### src/rtl/controle_fechadura_pkg.sv
// Shared definitions for the lock supervisor: controller state codes and the
// state codes exported by sistema_fechadura.
package controle_fechadura_pkg;

    typedef enum logic [2:0] {
        ST_LIMPA       = 3'd0,
        ST_MONITOR     = 3'd1,
        ST_ESPERA_ERRO = 3'd2,
        ST_BLOQUEIO    = 3'd3,
        ST_ABERTA      = 3'd4
    } estado_ctrl_t;

    // Lock FSM codes: e = (estado == LOCK_E), u = (estado == LOCK_U).
    localparam logic [3:0] LOCK_IDLE = 4'b0000;
    localparam logic [3:0] LOCK_E    = 4'b1111;
    localparam logic [3:0] LOCK_U    = 4'b1000;

endpackage

### src/rtl/controle_fechadura_temporizador.sv
// Down-counter used to time the error, lockout and open windows.
// Load wins over decrement; decrement saturates at zero.
module temporizador_decrescente #(
    parameter int TW = 8
) (
    input  logic          clk,
    input  logic          reset,
    input  logic          load,
    input  logic [TW-1:0] valor,
    input  logic          dec,
    output logic          zero
);

    logic [TW-1:0] contagem_reg;

    always_ff @(posedge clk or negedge reset) begin
        if (!reset) begin
            contagem_reg <= '0;
        end else if (load) begin
            contagem_reg <= valor;
        end else if (dec && (contagem_reg != '0)) begin
            contagem_reg <= contagem_reg - 1'b1;
        end
    end

    assign zero = (contagem_reg == '0);

endmodule

### src/rtl/controle_fechadura.sv
// Supervisory controller for sistema_fechadura: gates key presses, clears the
// lock after errors, counts failures, enforces lockout and auto-relocks.
module controle_fechadura
    import controle_fechadura_pkg::*;
#(
    parameter int MAX_TENT        = 3,
    parameter int ERRO_CICLOS     = 4,
    parameter int BLOQUEIO_CICLOS = 16,
    parameter int ABERTA_CICLOS   = 32,
    parameter int TW              = 8,
    localparam int TT             = $clog2(MAX_TENT + 1)
) (
    input  logic          clk,
    input  logic          reset,
    input  logic          tecla_p,
    input  logic          tecla_c,
    input  logic          fechar,
    input  logic          u,
    input  logic          e,
    output logic          p,
    output logic          c,
    output logic          l,
    output logic          bloqueado,
    output logic          aberta,
    output logic          alarme,
    output logic [TT-1:0] tentativas
);

    // Timer holds "cycles remaining minus one", so zero marks the last cycle.
    localparam logic [TW-1:0] ERRO_INI     = TW'(ERRO_CICLOS - 1);
    localparam logic [TW-1:0] BLOQUEIO_INI = TW'(BLOQUEIO_CICLOS - 1);
    localparam logic [TW-1:0] ABERTA_INI   = TW'(ABERTA_CICLOS - 1);
    localparam logic [TT-1:0] MAX_T        = TT'(MAX_TENT);

    estado_ctrl_t  state_reg, state_next;
    logic [TT-1:0] tent_reg, tent_next;
    logic          alarme_reg, alarme_next;

    logic          tmr_load;
    logic [TW-1:0] tmr_valor;
    logic          tmr_dec;
    logic          tmr_zero;

    temporizador_decrescente #(
        .TW(TW)
    ) u_temporizador (
        .clk  (clk),
        .reset(reset),
        .load (tmr_load),
        .valor(tmr_valor),
        .dec  (tmr_dec),
        .zero (tmr_zero)
    );

    always_ff @(posedge clk or negedge reset) begin
        if (!reset) begin
            state_reg  <= ST_LIMPA;
            tent_reg   <= '0;
            alarme_reg <= 1'b0;
        end else begin
            state_reg  <= state_next;
            tent_reg   <= tent_next;
            alarme_reg <= alarme_next;
        end
    end

    always_comb begin
        state_next  = state_reg;
        tent_next   = tent_reg;
        alarme_next = alarme_reg;
        tmr_load    = 1'b0;
        tmr_valor   = '0;
        tmr_dec     = 1'b0;

        case (state_reg)
            ST_LIMPA: begin
                state_next = ST_MONITOR;
            end

            ST_MONITOR: begin
                // Error is checked first so a simultaneous u never opens the lock.
                if (e) begin
                    tent_next  = (tent_reg == MAX_T) ? tent_reg : tent_reg + 1'b1;
                    tmr_load   = 1'b1;
                    tmr_valor  = ERRO_INI;
                    state_next = ST_ESPERA_ERRO;
                end else if (u) begin
                    tent_next  = '0;
                    tmr_load   = 1'b1;
                    tmr_valor  = ABERTA_INI;
                    state_next = ST_ABERTA;
                end
            end

            ST_ESPERA_ERRO: begin
                tmr_dec = 1'b1;
                if (tmr_zero) begin
                    if (tent_reg == MAX_T) begin
                        tmr_load    = 1'b1;
                        tmr_valor   = BLOQUEIO_INI;
                        alarme_next = 1'b1;
                        state_next  = ST_BLOQUEIO;
                    end else begin
                        state_next = ST_LIMPA;
                    end
                end
            end

            ST_BLOQUEIO: begin
                tmr_dec = 1'b1;
                if (tmr_zero) begin
                    tent_next   = '0;
                    alarme_next = 1'b0;
                    state_next  = ST_LIMPA;
                end
            end

            ST_ABERTA: begin
                tmr_dec = 1'b1;
                if (fechar || tmr_zero) begin
                    state_next = ST_LIMPA;
                end
            end

            default: begin
                state_next = ST_LIMPA;
            end
        endcase
    end

    assign p          = tecla_p & (state_reg == ST_MONITOR) & ~e & ~u;
    assign c          = tecla_c & p;
    assign l          = (state_reg == ST_LIMPA);
    assign bloqueado  = (state_reg == ST_BLOQUEIO);
    assign aberta     = (state_reg == ST_ABERTA);
    assign alarme     = alarme_reg;
    assign tentativas = tent_reg;

endmodule

### config.mk
export PLATFORM = sky130hd
export DESIGN_NAME = controle_fechadura
export DESIGN_NICKNAME = d
export VERILOG_FILES = /design/src/rtl/controle_fechadura_pkg.sv /design/src/rtl/controle_fechadura_temporizador.sv /design/src/rtl/controle_fechadura.sv
export SDC_FILE = /design/constraint.sdc
export NUM_CORES = 1
export LEC_CHECK = 0
export CORE_MARGIN = 2
export CORE_UTILIZATION = 42
export CTS_CLUSTER_SIZE = 8
export DETAILED_ROUTE_END_ITERATION = 6
export GPL_TIMING_DRIVEN = 1
export PLACE_DENSITY = 0.68
export SYNTH_ARGS = -nofsm -noshare
export SYNTH_HDL_FRONTEND = slang
export SYNTH_SLANG_ARGS = --single-unit
### constraint.sdc
create_clock -name clk -period 2.04 [get_ports clk]
set_clock_uncertainty 0.1 [all_clocks]
set_input_delay 0.408 -clock clk [delete_from_list [all_inputs] [get_ports clk]]
set_output_delay 0.408 -clock clk [all_outputs]
set_load 0.01 [all_outputs]
==> flow_summary.ini <==
[finish]
largest_reg_flops = 8
syn_to_final_growth_pct = 55.8
final_nets = 155
utilization_pct = 71.0
final_cell_area_mm2 = 0.00144
insertedDiodeCount = 0
layout-drive-gt1-share_pct = 42.4

[clocking]
ctsLongestPathBuffers = 2
numCtsBuffers = 3
hold_buffers = 0
clock_sinks = 14
cts.reportedPaths.clkPinSlew_ps = 90
cts_tree = yes
clk_latency_ps = 300
cts-root-buf = clkbuf_4
htreeDepth = 1

[die]
dieArea_mm2 = 0.00258
initial_utilization_pct = 45.5
die_x_um = 50.8
chipHeight_um = 50.8
io_pins = 15
rows = 16
coreArea_mm2 = 0.00202

[critical_path]
r2r_cells = 6
end_kind = flop
r2r_start = u_temporizador.contagem_reg[0]$_DFFE_PN0P_
path_max_fanout = 4
r2r_end = tentativas[1]$_DFFE_PN0P_
cp.required_ps = 2130
arrival_ps = 2160
reg2reg_slack_ps = -30
worst-setup-path-type = reg2reg
start_kind = flop

[route]
firstDrtPassIters = 5
ant_nets = 0
wirelength_um = 2500
route.detailed.drc = 0
drt-initial-drc-count = 15
via_count = 932
wire_per_inst_um = 14.6
vias_per_cell = 5.45

[sta]
period_share_pct = 101
timing.final.hold_violations = 0
fmax_mhz = 484
setup_violations = 3
maxSlewHeadroom_pct = 59.6
slew_violations = 0
fin_ws_ps = -27.7
fin_crit_ps = 2070
rsz0062_at_grt = yes
tightest_slew_ps = 603

[global_route]
grt_pass1_vias = 955
overflow = 0
antenna_found_initial = 0
track_usage_pct = 21.4
grt_max_degree = 11
grt_pass1_wl_um = 4180

[synthesis]
synthesis.area_um2 = 921
synth_enable_flop_cells = 0
synth-seq-cells = 14
syn_area_per_cell_um2 = 8.94
yosysWarnings = 0
syn_inst = 103
dominantRegCellSynth = dfrtp_1
synth_fp_nets = 113
yosys.cell_types.count = 38
ys_async_sr_fraction_pct = 100
ys_seq_area_share_pct = 38.0

[power]
total_power_mw = 2.00
power-per-cell-area_mw_per_mm2 = 1390
cellLeakagePower_nw = 0.649
vdd_drop_max_mv = 0.920

[place]
gp_congestion = 0.801
placed_cell_area_mm2 = 0.00124
portBuffers = 14
dp.final_hpwl_um = 1770

[outcome]
violations = negative setup slack
status = finished, violations left

[hold_path]
worstHoldPathType = in2async

[flow_run]
maxCapViolCount = 0
-- how the worst max path moves through the flow --
| stage | start | slack (ps) | to | depth (start not counted) |
|---|---|---|---|---|
| floorplan | u_temporizador.contagem_reg[4]$_DFFE_PN0P_ | -10 | tentativas[0]$_DFFE_PN0P_ | 4 |
| global placement | u | -240 | c | 5 |
| detailed placement | u | -290 | c | 5 |
| CTS | u_temporizador.contagem_reg[5]$_DFFE_PN0P_ | -20 | u_temporizador.contagem_reg[2]$_DFFE_PN0P_ | 5 |
| global route | u_temporizador.contagem_reg[5]$_DFFE_PN0P_ | -100 | u_temporizador.contagem_reg[2]$_DFFE_PN0P_ | 6 |
| finish | u_temporizador.contagem_reg[0]$_DFFE_PN0P_ | -30 | tentativas[1]$_DFFE_PN0P_ | 6 |
-- routing by layer --
metal	up-vias	global-route usage, %	wire length, µm
li1	459	-	-
met1	452	27.5	1150
met2	16	36.8	1240
met3	5	1.75	72
met4	0	9.46	44
met5	-	0	0
-- through the flow --
step | TNS (ps) | cells | worst slack (ps) | hold slack [ps]
finish | -59.6 | 171 | -27.7 | 270
global route | -434 | 171 | -101 | 319
CTS | -50.7 | 169 | -18.4 | 275
detailed placement | -668 | 161 | -291 | 427
global placement | -502 | 161 | -238 | 423
floorplan | -19.1 | 103 | -9.56 | 12.4
-- synthesized netlist by cell type (2+ instances only) --
library cell	instances	area share, %
dfrtp_1	14	38
nor2_1	11	4.5
nand2_1	9	3.7
a21oi_1	6	3.3
nor3_1	6	3.3
inv_1	4	1.6
nand2b_1	4	2.7
nor3b_1	4	3.3
o21ai_0	4	2.2
ha_1	3	4.1
nor4_1	3	2.0
nor4b_1	3	2.9
or3_1	3	2.0
and3_1	2	1.4
buf_2	2	1.1
mux2_2	2	2.4
or2_2	2	1.4
-- cells in the final DEF, fill, tap and decap left out, types with 3 or more instances in the layout --
master,netlist,routed
buf_4,0,21
nand2_1,9,9
a21oi_1,6,4
dlygate4sd2_1,0,3
clkbuf_4,0,3
clkdlybuf4s50_1,0,9
inv_2,0,3
nor3_1,6,5
nor4_1,3,3
nand2b_1,4,4
dfrtp_1,14,14
buf_6,0,6
o21ai_0,4,4
nor2_1,11,8
-- power by group --
part | internal [mW] | switching, mW | total (mW)
clock network | 0.109 | 0.100 | 0.209
logic | 0.684 | 0.623 | 1.31
registers | 0.396 | 0.0873 | 0.483
-- logic make-up after synthesis --
group / Yosys count / synth area share [%]
adder cells (fa/ha/maj): 3 / 4.08
multiplexers: 2 / 2.45
flip-flops: 14 / 38.0
XOR/XNOR: 1 / 0.951
buffers and inverters: 8 / 3.53
AO/OA/AOI/OAI: 19 / 14.1
AND/OR/NAND/NOR: 56 / 36.8
-- cell type report --
| cell class | instances | area (µm²) |
|---|---|---|
| multi-input combinational | 81 | 648 |
| fill | 140 | 587 |
| timing repair buffer | 41 | 352 |
| sequential | 14 | 350 |
| clock buffer | 4 | 36.3 |
| tap | 27 | 33.8 |
| inverter | 4 | 15.0 |
-- worst max-delay path, stage by stage, from the launching register on --
cell,delay (ps)
dfrtp_1,400
inv_2,80
ha_4,120
or3b_4,410
or3_4,360
a21oi_4,170
mux2_4,310
-- timing repair --
item / in CTS / in global routing
pin swaps: 3 / 8
hold endpoints to repair: 0 / 0
gates resized for setup: 14 / 26
setup buffers: 4 / 2
endpoints found under the setup margin: 11 / 13
Power figures use the tool's default switching activity.
==> variant, RTL diff (same settings) <==
`TW` is set to 8 in 2 places; all go to 9.
--- a/src/rtl/controle_fechadura_temporizador.sv
+++ b/src/rtl/controle_fechadura_temporizador.sv
@@ -1,7 +1,7 @@
 // Down-counter used to time the error, lockout and open windows.
 // Load wins over decrement; decrement saturates at zero.
 module temporizador_decrescente #(
-    parameter int TW = 8
+    parameter int TW = 9
 ) (
     input  logic          clk,
     input  logic          reset,
--- a/src/rtl/controle_fechadura.sv
+++ b/src/rtl/controle_fechadura.sv
@@ -7,7 +7,7 @@
     parameter int ERRO_CICLOS     = 4,
     parameter int BLOQUEIO_CICLOS = 16,
     parameter int ABERTA_CICLOS   = 32,
-    parameter int TW              = 8,
+    parameter int TW              = 9,
     localparam int TT             = $clog2(MAX_TENT + 1)
 ) (
     input  logic          clk,
Check against the original RTL: no difference found for any inputs over 10 cycles, from zero or initial values and one cycle with reset low; that may be too few to reach the edited logic, so the function may still have changed.
==> variant against the original RTL <==
- synthesized area is 2.0% higher
- synthesized cell count is 8.7% lower
- wire length down 10%
- via count shrank 3.8%
- sequential cell count up 1
- final area shrank 7.9%
- worst hold slack improved by 0.077 ns
- setup slack better by 0.13 ns
Power is left out: it rests on default switching activity, and per cell area and clock period it moved more than threefold.
==> variant: results (changes against the original RTL) <==
=============================================================================
Asr flop ratio synth                                                     100%   unchanged
Proportion of layout cells with a drive suffix above 1                  30.1%   -12 points
Master cell of the clock root buffer                                 clkbuf_4
Count of mapped cells out of synthesis                                     94   -8.7%
Number of antenna diodes                                                    0   unchanged
Number of buffers added by the clock tree synthesis step                    3   unchanged
Outcome                                                             completed
Synth warnings                                                              0   unchanged
Post-CTS setup buffer count                                                 0   -4
Final setup fails                                                           0   -3
Most instantiated cells after synthesis                          dfrtp_1, nand2_1, nor2_1
Clock network latency to the later pin of the worst-skew pair         0.27 ns   -0.03 ns
Post-synth net total                                                      103   -8.8%
Hpwl dp                                                               1670 µm   -5.7%
Clk buf depth                                                               2   unchanged
Total iterations of the first detailed-routing run                          4   -1
Highest attainable clock frequency                                  0.517 GHz   +6.9%
Post-layout instance count excluding filler cells                         161   -5.8%
Placed cells                                                              154   -4.3%
Worst Max-Slew Pin Slew                                              0.453 ns   -0.149 ns
Most used flip-flop cell after synthesis                              dfrtp_1
Pin count of the biggest net entering global routing                       16   +5
Final Wtd Congestion                                                    0.754   -5.8%
Global-route usage over all layers                                      18.3%   -3.2 points
Total of buffers placed on input and output ports                          14   unchanged
Post-Route WL                                                         2240 µm   -10%
Pre-CTS setup slack                                                 -0.249 ns   +0.0425 ns
Hold Path Class                                                      in2async
Portion of the post-synthesis area used by sequential elements          39.9%   +1.9 points
Distinct cells, synth                                                      43   +13%
Global-route wire length before repair                                3670 µm   -12%
Clock-pin transition on the worst setup and hold timing paths         0.09 ns   about the same
Arrival time reported for the critical path endpoint                  1.43 ns   -0.73 ns
Synthesis-to-finish area growth                                         40.6%
Critical-path maximum fanout                                               11   +7
Total number of H-tree levels                                               1   unchanged
Vias per cell                                                            5.57   +2.2%
Via count of the first global-routing pass                                847   -11%
Number of flip-flops in the largest register                                9   +1
Cell types occupying the most area after synthesis               dfrtp_1, ha_1, o21ai_0
Number of gates given a new drive strength after cts                        9   -5
Initial DRC Count                                                          27   +12
Fill cell instance count of the final layout                              193   +38%
Nets@finish                                                               143   -7.7%
=============================================================================
[variant: routing by layer]
layer	vias to the layer above	GRT usage, %	wire length [µm]
li1	440	-	-
met1	438	25.0	1100
met2	17	30.5	1050
met3	2	3.51	85
met4	0	2.63	10
met5	-	0	0
[variant: cells by family (layout without fill, tap and decap cells)]
logic type	count (synthesis)	in the layout	share of synthesized area, %
AOI/OAI and AO/OA	23	23	18.6
DFF	15	15	39.9
xor gates and xnor gates	2	2	1.86
adders and majority gates	2	2	2.66
buffers and inverters	3	42	1.33
muxes	3	3	3.33
and+or+nand+nor	46	46	32.2
[variant: final cells by class]
type | instances | share of cell area, %
clock buffers | 4 | 1.99
inverters | 2 | 0.568
multi-input cells | 76 | 43.7
flip-flops and latches | 15 | 28.4
well taps | 28 | 2.65
repair buffers | 36 | 22.7
[variant: worst paths after layout]
path	slack [ns]	endpoint	start	depth (start not counted)
setup / recovery	0.11	aberta	state_reg[1]$_DFFE_PN0P_	3
hold / removal	0.35	u_temporizador.contagem_reg[1]$_DFFE_PN0P_	reset	2
setup reg to reg	0.11	u_temporizador.contagem_reg[5]$_DFFE_PN0P_	u_temporizador.contagem_reg[1]$_DFFE_PN0P_	7
hold reg to reg	0.44	u_temporizador.contagem_reg[6]$_DFFE_PN0P_	u_temporizador.contagem_reg[6]$_DFFE_PN0P_	1
max in group asynchronous	1.31	u_temporizador.contagem_reg[5]$_DFFE_PN0P_	reset	2
min in group clk	0.44	u_temporizador.contagem_reg[6]$_DFFE_PN0P_	u_temporizador.contagem_reg[6]$_DFFE_PN0P_	1
[variant: worst max-delay path, stage by stage (launching register included)]
cell	delay, ns
dfrtp_1	0.41
buf_4	0.19
nor3b_4	0.25
dlygate4sd2_1	0.30
